## src/rtl/pc_sequencer_pkg.sv

```systemverilog
// Shared types and constants for the program-counter sequencer.
package pc_sequencer_pkg;

  localparam int unsigned PcWDefault     = 12;
  localparam int unsigned ProgEndDefault = 4095;

  typedef logic [PcWDefault-1:0] addr_t;

  typedef enum logic [1:0] {StIdle, StRun, StDone} state_e;

  // PC action select, listed from highest to lowest priority
  typedef enum logic [2:0] {ActHold, ActHalt, ActRet, ActCall, ActJump, ActSeq} act_e;

  function automatic act_e sel_action(logic stall, logic halt, logic ret, logic call,
                                      logic jmp);
    if (stall) return ActHold;
    if (halt)  return ActHalt;
    if (ret)   return ActRet;
    if (call)  return ActCall;
    if (jmp)   return ActJump;
    return ActSeq;
  endfunction

endpackage

```

## src/rtl/pc_sequencer_ret_stack.sv

```systemverilog
// Return-address LIFO; clear wipes both the pointer and the stored entries.
module pc_sequencer_ret_stack #(
  parameter int unsigned Depth = 4,
  parameter int unsigned Width = 12
) (
  input  logic             clk_i,
  input  logic             rst_ni,
  input  logic             clr_i,
  input  logic             push_i,
  input  logic             pop_i,
  input  logic [Width-1:0] data_i,
  output logic             full_o,
  output logic             empty_o,
  output logic [Width-1:0] top_o
);

  localparam int unsigned PtrW = $clog2(Depth);

  logic [Width-1:0] mem_q [Depth];
  logic [PtrW:0]    cnt_q;
  logic [PtrW-1:0]  wr_idx, rd_idx;

  assign wr_idx  = cnt_q[PtrW-1:0];
  assign rd_idx  = wr_idx - PtrW'(1);
  assign full_o  = (cnt_q == (PtrW+1)'(Depth));
  assign empty_o = (cnt_q == '0);
  assign top_o   = mem_q[rd_idx];

  always_ff @(posedge clk_i or negedge rst_ni) begin
    if (!rst_ni) begin
      cnt_q <= '0;
      for (int i = 0; i < Depth; i++) mem_q[i] <= '0;
    end else if (clr_i) begin
      cnt_q <= '0;
      for (int i = 0; i < Depth; i++) mem_q[i] <= '0;
    end else if (push_i && !full_o) begin
      mem_q[wr_idx] <= data_i;
      cnt_q         <= cnt_q + (PtrW+1)'(1);
    end else if (pop_i && !empty_o) begin
      cnt_q <= cnt_q - (PtrW+1)'(1);
    end
  end

endmodule

```

## src/rtl/pc_sequencer.sv

```systemverilog
// Program counter / fetch sequencer: IDLE/RUN/DONE control, call/return stack, cycle counter.
module pc_sequencer import pc_sequencer_pkg::*; #(
  parameter int unsigned PC_W        = PcWDefault,
  parameter int unsigned STACK_DEPTH = 4,
  parameter int unsigned PROG_END    = ProgEndDefault
) (
  input  logic            Clk,
  input  logic            Reset,
  input  logic            Start,
  input  logic            Stall,
  input  logic            BranchEn,
  input  logic            AbsJump,
  input  logic            Call,
  input  logic            Ret,
  input  logic            Halt,
  input  logic [PC_W-1:0] Jump,
  output logic [PC_W-1:0] Prog_ctr,
  output logic            Running,
  output logic            Done,
  output logic            StackErr,
  output logic [31:0]     CycleCnt
);

  state_e          state_q, state_d;
  logic [PC_W-1:0] pc_q, pc_d;
  logic [31:0]     cnt_q, cnt_d;
  logic            err_q, err_d;
  logic            push, pop, clr, full, empty;
  logic [PC_W-1:0] top;
  act_e            act;

  assign act = sel_action(Stall, Halt, Ret, Call, AbsJump | BranchEn);

  pc_sequencer_ret_stack #(
    .Depth (STACK_DEPTH),
    .Width (PC_W)
  ) u_ret_stack (
    .clk_i   (Clk),
    .rst_ni  (Reset),
    .clr_i   (clr),
    .push_i  (push),
    .pop_i   (pop),
    .data_i  (pc_q + PC_W'(1)),
    .full_o  (full),
    .empty_o (empty),
    .top_o   (top)
  );

  always_comb begin
    state_d = state_q;
    pc_d    = pc_q;
    cnt_d   = cnt_q;
    err_d   = err_q;
    push    = 1'b0;
    pop     = 1'b0;
    clr     = 1'b0;
    unique case (state_q)
      StIdle, StDone: begin
        if (Start) begin
          state_d = StRun;
          pc_d    = '0;
          cnt_d   = '0;
          err_d   = 1'b0;
          clr     = 1'b1;
        end
      end
      StRun: begin
        cnt_d = cnt_q + 32'd1;
        unique case (act)
          ActHold: ;
          ActHalt: state_d = StDone;
          ActRet: begin
            if (empty) begin
              err_d   = 1'b1;
              state_d = StDone;
            end else begin
              pop  = 1'b1;
              pc_d = top;
            end
          end
          ActCall: begin
            pc_d = Jump;
            if (full) err_d = 1'b1;
            else      push  = 1'b1;
          end
          ActJump: pc_d = Jump;
          ActSeq: begin
            if (pc_q == PC_W'(PROG_END)) state_d = StDone;
            else                         pc_d    = pc_q + PC_W'(1);
          end
          default: ;
        endcase
      end
      default: state_d = StIdle;
    endcase
  end

  always_ff @(posedge Clk or negedge Reset) begin
    if (!Reset) begin
      state_q <= StIdle;
      pc_q    <= '0;
      cnt_q   <= '0;
      err_q   <= 1'b0;
    end else begin
      state_q <= state_d;
      pc_q    <= pc_d;
      cnt_q   <= cnt_d;
      err_q   <= err_d;
    end
  end

  assign Prog_ctr = pc_q;
  assign Running  = (state_q == StRun);
  assign Done     = (state_q == StDone);
  assign StackErr = err_q;
  assign CycleCnt = cnt_q;

endmodule

```

## config.mk

```make
export PLATFORM = sky130hd
export DESIGN_NAME = pc_sequencer
export DESIGN_NICKNAME = d
export VERILOG_FILES = /design/src/rtl/pc_sequencer_pkg.sv /design/src/rtl/pc_sequencer_ret_stack.sv /design/src/rtl/pc_sequencer.sv
export SDC_FILE = /design/constraint.sdc
export NUM_CORES = 1
export LEC_CHECK = 0
export CELL_PAD_IN_SITES_DETAIL_PLACEMENT = 0
export CELL_PAD_IN_SITES_GLOBAL_PLACEMENT = 1
export CORE_MARGIN = 2
export CORE_UTILIZATION = 43
export CTS_CLUSTER_DIAMETER = 100
export DETAILED_ROUTE_END_ITERATION = 10
export GPL_ROUTABILITY_DRIVEN = 1
export PLACE_DENSITY = 0.9
export SLEW_MARGIN = 20
export SYNTH_ARGS = -nofsm -noshare
export SYNTH_HDL_FRONTEND = slang
export SYNTH_SLANG_ARGS = --single-unit
```

## constraint.sdc

```tcl
create_clock -name Clk -period 2.59 [get_ports Clk]
set_input_delay 0.518 -clock Clk [delete_from_list [all_inputs] [get_ports Clk]]
set_output_delay 0.518 -clock Clk [all_outputs]
set_load 0.01 [all_outputs]
```

==> metrics.md, run 1 <==
| Metric | Value |
|---|---|
| Post-synth ARST share | 1.000 |
| CTS Hold Bufs | 0 |
| Logic pwr share | 0.305 |
| Fmax | 424.7 MHz |
| Starting density of the core | 0.4407 |
| Wire per inst | 17.30 µm |
| Row count | 39 |
| DR vias | 4,252 |
| Relative slew slack | 0.6311 |
| Met3 usage | 0.03402 |
| Mapped Cells | 496 |
| IO Count | 68 |
| Setup bufs post-CTS | 0 |
| Pint | 0.002894 W |
| Nets@finish | 599 |
| GRT busiest layer | met2 |
| Grt met1 use | 0.2638 |
| Yosys top cell by area | dfrtp_1 |
| Pins Over Slew Limit | 0 |
| RSZ-0062 raised after global routing | no |
| Distinct cells, synth | 58 |
| Max cap viols | 0 |
| Outcome | complete, no violations |
| Pwr per Cell Area | 707.5 mW/mm² |
| Synthesis-stage register bit count | 98 |
| Worst Setup End Kind | flop |
| Final setup viols | 0 |
| Crit-path max FO | 4 |
| R2r worst-path depth | 10 |
| Post-DP HPWL | 8959 µm |
| Final instance area | a little over 0.006 mm² |
| Total track usage | 0.2045 |
| Slew @ Worst Pin | 551.5 ps |
| Routability Congestion | 0.9001 |
| Top cells by area, synth | dfrtp_1 49%, nand3_1 8.4%, o21ai_0 7.7% |
| Clock share of power | 0.294 |
| Top-count cell post-synth | dfrtp_1 |
| CTS Buf Count | 9 |
| Initial drt markers | 441 |
| Cts repair resizes | 0 |
| Clock sinks | 98 |
| Worst IR drop on VDD | 0.4115 mV |
| Share of cells above drive strength 1 | 0.1354 |
| Routed WL | approximately 12,000 µm |
| Chip height | 112.2 µm |
| Post-synthesis average cell area | 10.15 µm² |
| Initial antenna violation count | 0 |
| Port Buf Inserts | 67 |
| Crit path largest cell delay | 410 ps |
| Sw Ratio | 0.3430 |
| Reg-to-reg startpoint | u_ret_stack.cnt_q[1] |
| Worst EP arrival | about 2600 ps |
| ANT cells | 0 |
| 1st-pass router iterations | 5 |
| Reg power frac | 0.401 |
| CTS Root Cell | clkbuf_16 |
| Final worst-path cycle share | 0.9092 |
| Type of the worst setup path | reg -> reg |
| Ys flop type | dfrtp_1 |
| First-pass GRT wire length | 20,660 µm |
| Drt drc | 0 |
| Clk pin slew, worst setup/hold paths | 70 ps |
| Min Tclk post-route | roughly 2400 ps |
| Die W | 112.2 µm |
| Core Area | approximately 0.011 mm² |
| Leak | 2.549 nW |
| Synth warn | 0 |
| Die ar. | 0.01258 mm² |
| CP max stage cell | dfrtp_1 |
| Final Util | 0.5451 |
| Global route overflow | 0 |
| Cell area after synthesis | roughly 0.0050 mm² |
| Syn_nets | 524 |
| Largest net degree at the start of global routing | between 60 and 70 |
| Net switching power | 0.001511 W |
| Post-synth EDFFs | 0 |
| Later-pin clock latency in the skew report | 350 ps |
| Skew final | 5.395 ps |
| Vias per inst | 5.914 |
| Sequential share of the synthesized area | 0.4873 |
| Post-synth top cells | 98 x dfrtp_1, 84 x nand3_1, 77 x o21ai_0, 30 x nand2_1, 19 x clkbuf_1 |
| Synthesis-to-finish area growth | 23.69% |
| Worst EP required | between 2000 and 3000 ps |
| CTS tree | yes |
| Tightest Hold Check Type | in -> async |
| DP Area | between 0.005 and 0.006 mm² |
| M2 GR Usage | 0.3502 |
| Crit path top cell by count | inv_1 |
| Clock buffer depth | 2 |
| H-tree levels | 3 |
| Vias in the first global route | about 4,100 |
| Startpoint Class | flop |
| ANT nets after route | 0 |
| Post-synth top area share | 0.4873 |
| Critical path, cell by cell | inv_1 -> ha_1 -> a21boi_0 -> and3_1 -> fa_1 -> inv_1 -> nor2_1 -> a221oi_1 -> a21oi_1 -> a32o_1 |
| Setup crit start | u_ret_stack.cnt_q[1] |
| Fin. Hold Viols | 0 |
-- through the flow --
stage | hold slack [ps] | TNS, ps | setup WS, ps | power (W) | std cells
2_1_floorplan | 222.4 | 0 | 194.1 | 0.002613 | 496
3_3_place_gp | 460.3 | 0 | 71.33 | 0.003105 | 703
3_5_place_dp | 464.4 | -15.16 | -15.16 | 0.003144 | 703
4_1_cts | 133.9 | 0 | 226.8 | 0.004442 | 719
5_1_grt | 155.3 | 0 | 89.56 | 0.004631 | 719
6_report | 122.1 | 0 | 235.1 | 0.004404 | 719
-- power by group through the flow --
stage / clock network [W] / registers, W / logic [W]
after global placement: 0 / 0.00179 / 0.00132
after CTS: 0.00132 / 0.00176 / 0.00136
final: 0.00129 / 0.00177 / 0.00135
after floorplan: 0 / 0.00180 / 0.000809
after global routing: 0.00137 / 0.00179 / 0.00147
after detailed placement: 0 / 0.00179 / 0.00135
-- area by class of cell --
class | count | area [µm²]
repair buffers | 93 | 875.8
clock buffers | 10 | 239.0
fillers | 1023 | 5194
multi-input cells | 361 | 2400
well taps | 143 | 178.9
inverters | 8 | 30.03
flip-flops and latches | 98 | 2452
clock inverters | 6 | 48.80
-- layout by cell type, fill, tap and decap left out, types with 3 or more instances in the layout --
cell             synthesis  final
xor2_1                   9      9
inv_1                    8      8
o22ai_1                  9      9
or3_1                    3      3
dfrtp_1                 98     98
and4_2                   3      3
buf_4                    1     26
nand3_1                 84     84
nand4_1                  7      7
o211ai_1                11     11
and2_1                   5      5
clkdlybuf4s50_1          0     66
a2111oi_2                3      3
clkbuf_16                0      9
nor2_1                  14     14
mux2i_1                  4      4
a21oi_1                  3      3
o21ai_0                 77     77
mux4_2                  12     12
and3_1                   7      7
a31o_2                   3      3
o31ai_1                 13     13
nand2_1                 30     30
and2b_2                  3      3
nor3_1                  11     11
ha_1                     6      6
a211o_1                  7      7
and4_1                   3      3
-- path summary, 6_finish.rpt --
path,end,slack [ps]
setup reg to reg,u_ret_stack.cnt_q[2],240
hold / removal,CycleCnt[4],120
max in group asynchronous,u_ret_stack.mem_q[42],1770
min in group Clk,StackErr,480
hold reg to reg,StackErr,480
setup / recovery,u_ret_stack.cnt_q[2],240
-- cell families after synthesis --
| family | share of synthesized area |
|---|---|
| AO/OA/AOI/OAI | 0.1760 |
| XOR/XNOR | 0.01915 |
| adder cells (fa/ha/maj) | 0.01890 |
| buffers and inverters | 0.03580 |
| flip-flops | 0.4873 |
| multiplexers | 0.06390 |
| AND/OR/NAND/NOR | 0.1989 |
-- worst max-delay path: cells and delay by family, from the launching register on --
family	cells	cell delay (ps)
fa+ha+maj	2	590
compound gates	4	700
buf+inv	2	260
simple gates	2	270
flops	1	410
-- state kept, by name, summed over array words and instances (netlist names) --
register and flops:
u_ret_stack.mem_q 48, u_ret_stack.cnt_q 3, CycleCnt 32, state_q 2
StackErr 1, Prog_ctr 12
-- per-layer routing --
layer / up-vias / routed length [µm]
met1: 2114 / 5448
met4: 0 / 222
met5: - / 0
met3: 16 / 511
li1: 2010 / -
met2: 112 / 6254
Note: power is estimated with default switching activity, not from simulation.
==> run 2: changes to the inputs <==
- GPL_ROUTABILITY_DRIVEN: 1 -> default
==> results of run 2 <==
Same layout as run 1: the final DEF is identical, and so are final timing and power.
